**src/rtl/unpool_merge.sv**
```systemverilog
// Merges a 2x nearest-neighbour unpooled coarse stream with a delayed full-resolution skip stream.
// Coarse inputs reach the outputs two cycles later; the skip path runs SKIP_LATENCY cycles ahead.
module unpool_merge #(
    parameter int HEIGHT       = 4,
    parameter int WIDTH        = 8,
    parameter int W_HEIGHT     = 6,
    parameter int W_WIDTH      = 10,
    parameter int UNITS        = 12,
    parameter int INT_BITW     = 5,
    parameter int FRAC_BITW    = 8,
    parameter int SKIP_LATENCY = 3,
    localparam int FB          = INT_BITW + FRAC_BITW,
    localparam int V_BITW      = $clog2(W_HEIGHT),
    localparam int H_BITW      = $clog2(W_WIDTH)
) (
    input  logic                    clock,
    input  logic                    n_rst,
    input  logic                    skip_enable,
    input  logic [0:FB*UNITS-1]     skip_pixels,
    input  logic [V_BITW-1:0]       skip_vcnt,
    input  logic [H_BITW-1:0]       skip_hcnt,
    input  logic                    low_enable,
    input  logic [0:FB*UNITS-1]     low_pixels,
    input  logic [V_BITW-1:0]       low_vcnt,
    input  logic [H_BITW-1:0]       low_hcnt,
    output logic                    out_enable,
    output logic [0:FB*UNITS*2-1]   out_pixels,
    output logic [V_BITW-1:0]       out_vcnt,
    output logic [H_BITW-1:0]       out_hcnt,
    output logic                    out_misalign
);
    localparam int PW     = FB * UNITS;
    localparam int SW     = 1 + V_BITW + H_BITW + PW;
    localparam int PTR_W  = (SKIP_LATENCY > 1) ? $clog2(SKIP_LATENCY) : 1;
    localparam int FILL_W = $clog2(SKIP_LATENCY + 1);
    localparam int LB_AW  = (WIDTH / 2 > 1) ? $clog2(WIDTH / 2) : 1;

    // Skip delay: one shared pointer, each slot is read the cycle before it is overwritten.
    logic [PTR_W-1:0]  ptr_q, ptr_d;
    logic [FILL_W-1:0] fill_q, fill_d;
    logic [SW-1:0]     skip_mem [SKIP_LATENCY];
    logic              skip_raw_en, skip_del_en;
    logic [V_BITW-1:0] skip_del_v;
    logic [H_BITW-1:0] skip_del_h;
    logic [PW-1:0]     skip_del_pix;

    assign {skip_raw_en, skip_del_v, skip_del_h, skip_del_pix} = skip_mem[ptr_q];
    assign skip_del_en = skip_raw_en & (fill_q == FILL_W'(SKIP_LATENCY));

    always_ff @(posedge clock) begin
        skip_mem[ptr_q] <= {skip_enable, skip_vcnt, skip_hcnt, skip_pixels};
    end

    // Coarse capture and unpool source selection.
    logic              in_img, capture;
    logic [LB_AW-1:0]  lb_addr;
    logic [PW-1:0]     line_buf [WIDTH / 2];
    logic [PW-1:0]     lb_rd_q;
    logic [PW-1:0]     hold_q, hold_d;
    logic [PW-1:0]     even_pix;

    assign in_img   = (int'(low_vcnt) < HEIGHT) && (int'(low_hcnt) < WIDTH);
    assign capture  = low_enable & in_img & ~low_vcnt[0] & ~low_hcnt[0];
    assign lb_addr  = LB_AW'(low_hcnt >> 1);
    assign even_pix = low_hcnt[0] ? hold_q : low_pixels;

    // Even rows only write, odd rows only read, so read-during-write data is never used.
    always_ff @(posedge clock) begin
        if (capture) begin
            line_buf[lb_addr] <= low_pixels;
        end
        lb_rd_q <= line_buf[lb_addr];
    end

    // Stage 1 and stage 2 registers.
    logic              s1_in_img_q, s1_odd_row_q, s1_skip_en_q;
    logic [PW-1:0]     s1_pix_q, s1_skip_pix_q;
    logic [V_BITW-1:0] s1_vcnt_q, s1_skip_v_q;
    logic [H_BITW-1:0] s1_hcnt_q, s1_skip_h_q;
    logic [PW-1:0]     unpooled;
    logic              out_enable_q, misalign_q, misalign_d;
    logic [2*PW-1:0]   out_pixels_q;
    logic [V_BITW-1:0] out_vcnt_q;
    logic [H_BITW-1:0] out_hcnt_q;

    always_comb begin
        ptr_d  = (ptr_q == PTR_W'(SKIP_LATENCY - 1)) ? '0 : ptr_q + 1'b1;
        fill_d = (fill_q == FILL_W'(SKIP_LATENCY)) ? fill_q : fill_q + 1'b1;
        hold_d = capture ? low_pixels : hold_q;
        unpooled = '0;
        if (s1_in_img_q) begin
            unpooled = s1_odd_row_q ? lb_rd_q : s1_pix_q;
        end
        misalign_d = misalign_q |
                     (s1_skip_en_q & ({s1_skip_v_q, s1_skip_h_q} != {s1_vcnt_q, s1_hcnt_q}));
    end

    always_ff @(posedge clock or negedge n_rst) begin
        if (!n_rst) begin
            ptr_q         <= '0;
            fill_q        <= '0;
            hold_q        <= '0;
            s1_in_img_q   <= 1'b0;
            s1_odd_row_q  <= 1'b0;
            s1_pix_q      <= '0;
            s1_vcnt_q     <= '0;
            s1_hcnt_q     <= '0;
            s1_skip_en_q  <= 1'b0;
            s1_skip_v_q   <= '0;
            s1_skip_h_q   <= '0;
            s1_skip_pix_q <= '0;
            out_enable_q  <= 1'b0;
            out_pixels_q  <= '0;
            out_vcnt_q    <= '0;
            out_hcnt_q    <= '0;
            misalign_q    <= 1'b0;
        end else begin
            ptr_q         <= ptr_d;
            fill_q        <= fill_d;
            hold_q        <= hold_d;
            s1_in_img_q   <= in_img;
            s1_odd_row_q  <= low_vcnt[0];
            s1_pix_q      <= even_pix;
            s1_vcnt_q     <= low_vcnt;
            s1_hcnt_q     <= low_hcnt;
            s1_skip_en_q  <= skip_del_en;
            s1_skip_v_q   <= skip_del_v;
            s1_skip_h_q   <= skip_del_h;
            s1_skip_pix_q <= skip_del_pix;
            out_enable_q  <= s1_skip_en_q & s1_in_img_q;
            out_pixels_q  <= {s1_skip_pix_q, unpooled};
            out_vcnt_q    <= s1_vcnt_q;
            out_hcnt_q    <= s1_hcnt_q;
            misalign_q    <= misalign_d;
        end
    end

    assign out_enable   = out_enable_q;
    assign out_pixels   = out_pixels_q;
    assign out_vcnt     = out_vcnt_q;
    assign out_hcnt     = out_hcnt_q;
    assign out_misalign = misalign_q;

endmodule

```
**config.mk**
```make
export PLATFORM = sky130hd
export DESIGN_NAME = unpool_merge
export DESIGN_NICKNAME = d
export VERILOG_FILES = /design/src/rtl/unpool_merge.sv
export SDC_FILE = /design/constraint.sdc
export NUM_CORES = 2
export LEC_CHECK = 0
export CAP_MARGIN = 10
export CORE_UTILIZATION = 55
export DETAILED_ROUTE_END_ITERATION = 6
export PLACE_DENSITY = 0.84
export SETUP_SLACK_MARGIN = 0.15
export SLEW_MARGIN = 20
export SYNTH_ARGS = -nofsm -noshare
export SYNTH_HDL_FRONTEND = slang
export SYNTH_SLANG_ARGS = --single-unit
```
**constraint.sdc**
```tcl
create_clock -name clock -period 20.1 [get_ports clock]
set_input_delay 4.02 -clock clock [delete_from_list [all_inputs] [get_ports clock]]
set_output_delay 4.02 -clock clock [all_outputs]
set_load 0.005 [all_outputs]
```
==> results.md <==
* Worst Tran Pin Value at 1.146 ns
* Post-DP HPWL at 88.69 mm
* Clock latency on the worst-skew pair at 0.82 ns
* Leak pwr at 32.98 nW
* Cell repeated most along the worst path: buf_4
* Vias at 34349
* CP Launch Type: input port
* Share of the synthesized area in the top cell type at 47.52%
* RSZ-0062 raised after global routing: no
* Period utilisation layout at 38.25%
* Critical path class: in -> reg
* HP Class: reg -> reg
* Yosys warns at 0
* Placed cell areas at 0.07876 mm^2
* Routed WL per cell at 25.56 um
* Die X-Extent at 360.1 um
* CTS Hold Bufs at 0
* Final non-filler cell area at 0.08523 mm^2
* Die area at 0.1297 mm^2
* Layout overhead on the synthesized area at 20.85%
* Critical path endpoint category: register
* Crit-path max cell delay at 0.87 ns
* CTS resizes at 0
* Number of synthesized register bits at 2081
* Outcome: completed
* PortBufs at 650
* Max Clk Rate at 130.1 MHz
* Largest area contributor in the netlist: edfxtp_1
* Skew final at 0.04110 ns
* Tmin final at 7.688 ns
* WP buf/inv at 4
* Die height at 360.1 um
* Reg clk slew, reported paths at 0.06 ns
* Critical Path AT at 8.12 ns
* Max-slew violation count at 0
* Util after Layout at 66.92%
* Iter 0 DRT Violations at 2893
* Final Hold Vio Count at 0
* Largest net degree at the start of global routing at 159
* Synth top area cells: edfxtp_1 (48%), dfrtp_1 (29%), mux4_2 (5.0%), mux2i_1 (4.5%), dfxtp_1 (4.4%)
* Critical path, cell by cell: clkdlybuf4s50_1 -> nor2_2 -> nand3_4 -> nor3_2 -> buf_4 -> buf_4 -> buf_4
* WL final at 156.5 mm
* Gpl congestion at 0.7582
* Maximum Capacitance Violations at 0
* Post-Syn Nets at 3872
* DR vias/cell at 5.611
* Overall Global Routing Usage at 24.33%
* VDD IR max at 0.1257 mV
* CTS tree: yes
* Residual DRC at 0
* Crit Path Max Fanout at 62
* First-pass GRT wire length at 232.6 mm
* Postcts setup bufs at 0
* Layout cell share with drive strength beyond 1 at 16.13%
* Final TNS setup at 0 ns
* CTS H-Tree Depth at 4
* Slew HR at 23.63%
* First-pass detailed-route iteration total at 5
* I/O pin cnt at 651
* Sink Count at 2081
* Total gr overflow at 0
* Pre-CTS setup slack at 11.54 ns
* Mapped Area at 0.07052 mm^2
* Syn avg cell area at 19.92 um^2
* Core ar. at 0.1274 mm^2
* Setup WS post-layout at 12.41 ns
* Sequential-to-total area share from yosys stat at 80.66%
* Vias in the first global route at 37172
* Cts bufs inserted at 193
* Mapped Cells at 3541
* Clk root buf: clkbuf_16
* CTS Buffer Depth at 3
* Yosys cell types at 26
* Initial antenna violation count at 45
* Total Nets Final at 4604
* CP max stage cell: buf_4
* Initial Util at 55.37%
* Pwr per Cell Area at 103.4 mW/mm^2
* Final setup fails at 0
* CP required at 20.53 ns
* CP delay by family, top: buffers and inverters
* FP Rows at 131
* Antenna-violating nets left at 0
cells by family (layout without fill, tap and decap cells):
group	count (synthesis)	after routing	share of synthesized area, %
AO/OA/AOI/OAI	165	165	1.171
XOR/XNOR	8	8	0.09936
adder cells (fa/ha/maj)	1	1	0.01774
buffers and inverters	162	1065	1.155
flip-flops	2081	2081	80.66
multiplexers	789	789	14.52
other	0	16	0
AND/OR/NAND/NOR	335	335	2.377
cell usage after synthesis:
cell,instances
xnor2_1,1
buf_1,1
nor2_1,3
nor2b_1,158
nor2_2,1
buf_4,23
dfrtp_1,809
xor2_1,7
clkbuf_1,45
edfxtp_1,1116
nand2_1,164
buf_6,1
mux2i_1,320
a21oi_1,1
nor3_1,4
nand3_2,1
and2_1,2
nor4_1,2
buf_2,90
mux2_2,217
dfxtp_1,156
mux4_2,156
o21ai_0,164
inv_1,2
ha_1,1
mux2_1,96
layout make-up:
cell class,count,area [um^2]
flip-flops and latches,2081,56890
well taps,1662,2079
fillers,7625,42130
inverters,2,7.507
clock buffers,286,5577
clock inverters,80,800.8
repair buffers,697,6950
diodes,16,40.04
multi-input cells,1298,12880
power by group:
| group | internal (mW) | total, mW | switching (mW) |
|---|---|---|---|
| Clock | 2.05 | 3.62 | 1.57 |
| Combinational | 0.232 | 0.428 | 0.196 |
| Sequential | 4.68 | 4.76 | 0.0841 |
final timing paths:
| kind | start | endpoint | slack [ns] | cells past startpoint |
|---|---|---|---|---|
| min in group asynchronous | n_rst | out_pixels[277]$_DFF_PN0_ | 3.22 | 1 |
| hold reg to reg | s1_skip_pix_q[53]$_DFF_PN0_ | out_pixels[102]$_DFF_PN0_ | 0.35 | 0 |
| max in group asynchronous | n_rst | out_pixels[79]$_DFF_PN0_ | 13.60 | 4 |
| setup / recovery | low_vcnt[2] | line_buf[0][112]$_DFFE_PP_ | 12.41 | 7 |
| hold / removal | s1_skip_pix_q[53]$_DFF_PN0_ | out_pixels[102]$_DFF_PN0_ | 0.35 | 0 |
| setup reg to reg | ptr_q[0]$_DFF_PN0_ | skip_mem[1][143]$_DFFE_PP_ | 16.14 | 4 |
layout by cell type, fill, tap and decap left out, types with 3 or more instances in the layout:
cell and instances:
dfrtp_4 4, inv_16 4, buf_4 40, mux4_2 156, diode_2 16, clkinvlp_4 4
nand2_1 164, bufinv_16 9, mux2i_1 320, clkbuf_8 27, xor2_1 7, edfxtp_1 1116
inv_6 4, mux2_2 217, buf_12 6, clkbuf_16 199, dfxtp_1 156, clkinv_1 26
o21ai_0 164, dfrtp_1 805, nor3_2 4, clkbuf_1 60, clkinv_4 3, clkinv_2 25
clkinv_16 4, buf_6 3, mux2_1 96, clkdlybuf4s50_1 646, nor2b_1 156
metal layers:
metal  GRT usage (%)  vias up  wire [um]
li1                -    14647          -
met1           29.94    18010      58360
met2           39.53     1308      77710
met3           9.373      328      15610
met4           8.296       56       4463
met5               0        -        366
per-stage QoR:
stage	power [mW]	hold WS, ns	std cells
finish	8.816	0.3477	6122
global placement	5.231	0.3317	5738
global route	9.080	0.3512	6113
floorplan	5.024	0.3312	3541
detailed placement	5.265	0.3347	5738
CTS	8.877	0.3483	6104
sequential cells by signal, summed over array words and instances (netlist names), 156 cells and up:
| register | count |
|---|---|
| line_buf | 624 |
| skip_mem | 492 |
| out_pixels | 312 |
| hold_q | 156 |
| lb_rd_q | 156 |
| s1_pix_q | 156 |
| s1_skip_pix_q | 156 |
(Power assumes the default switching activity.)
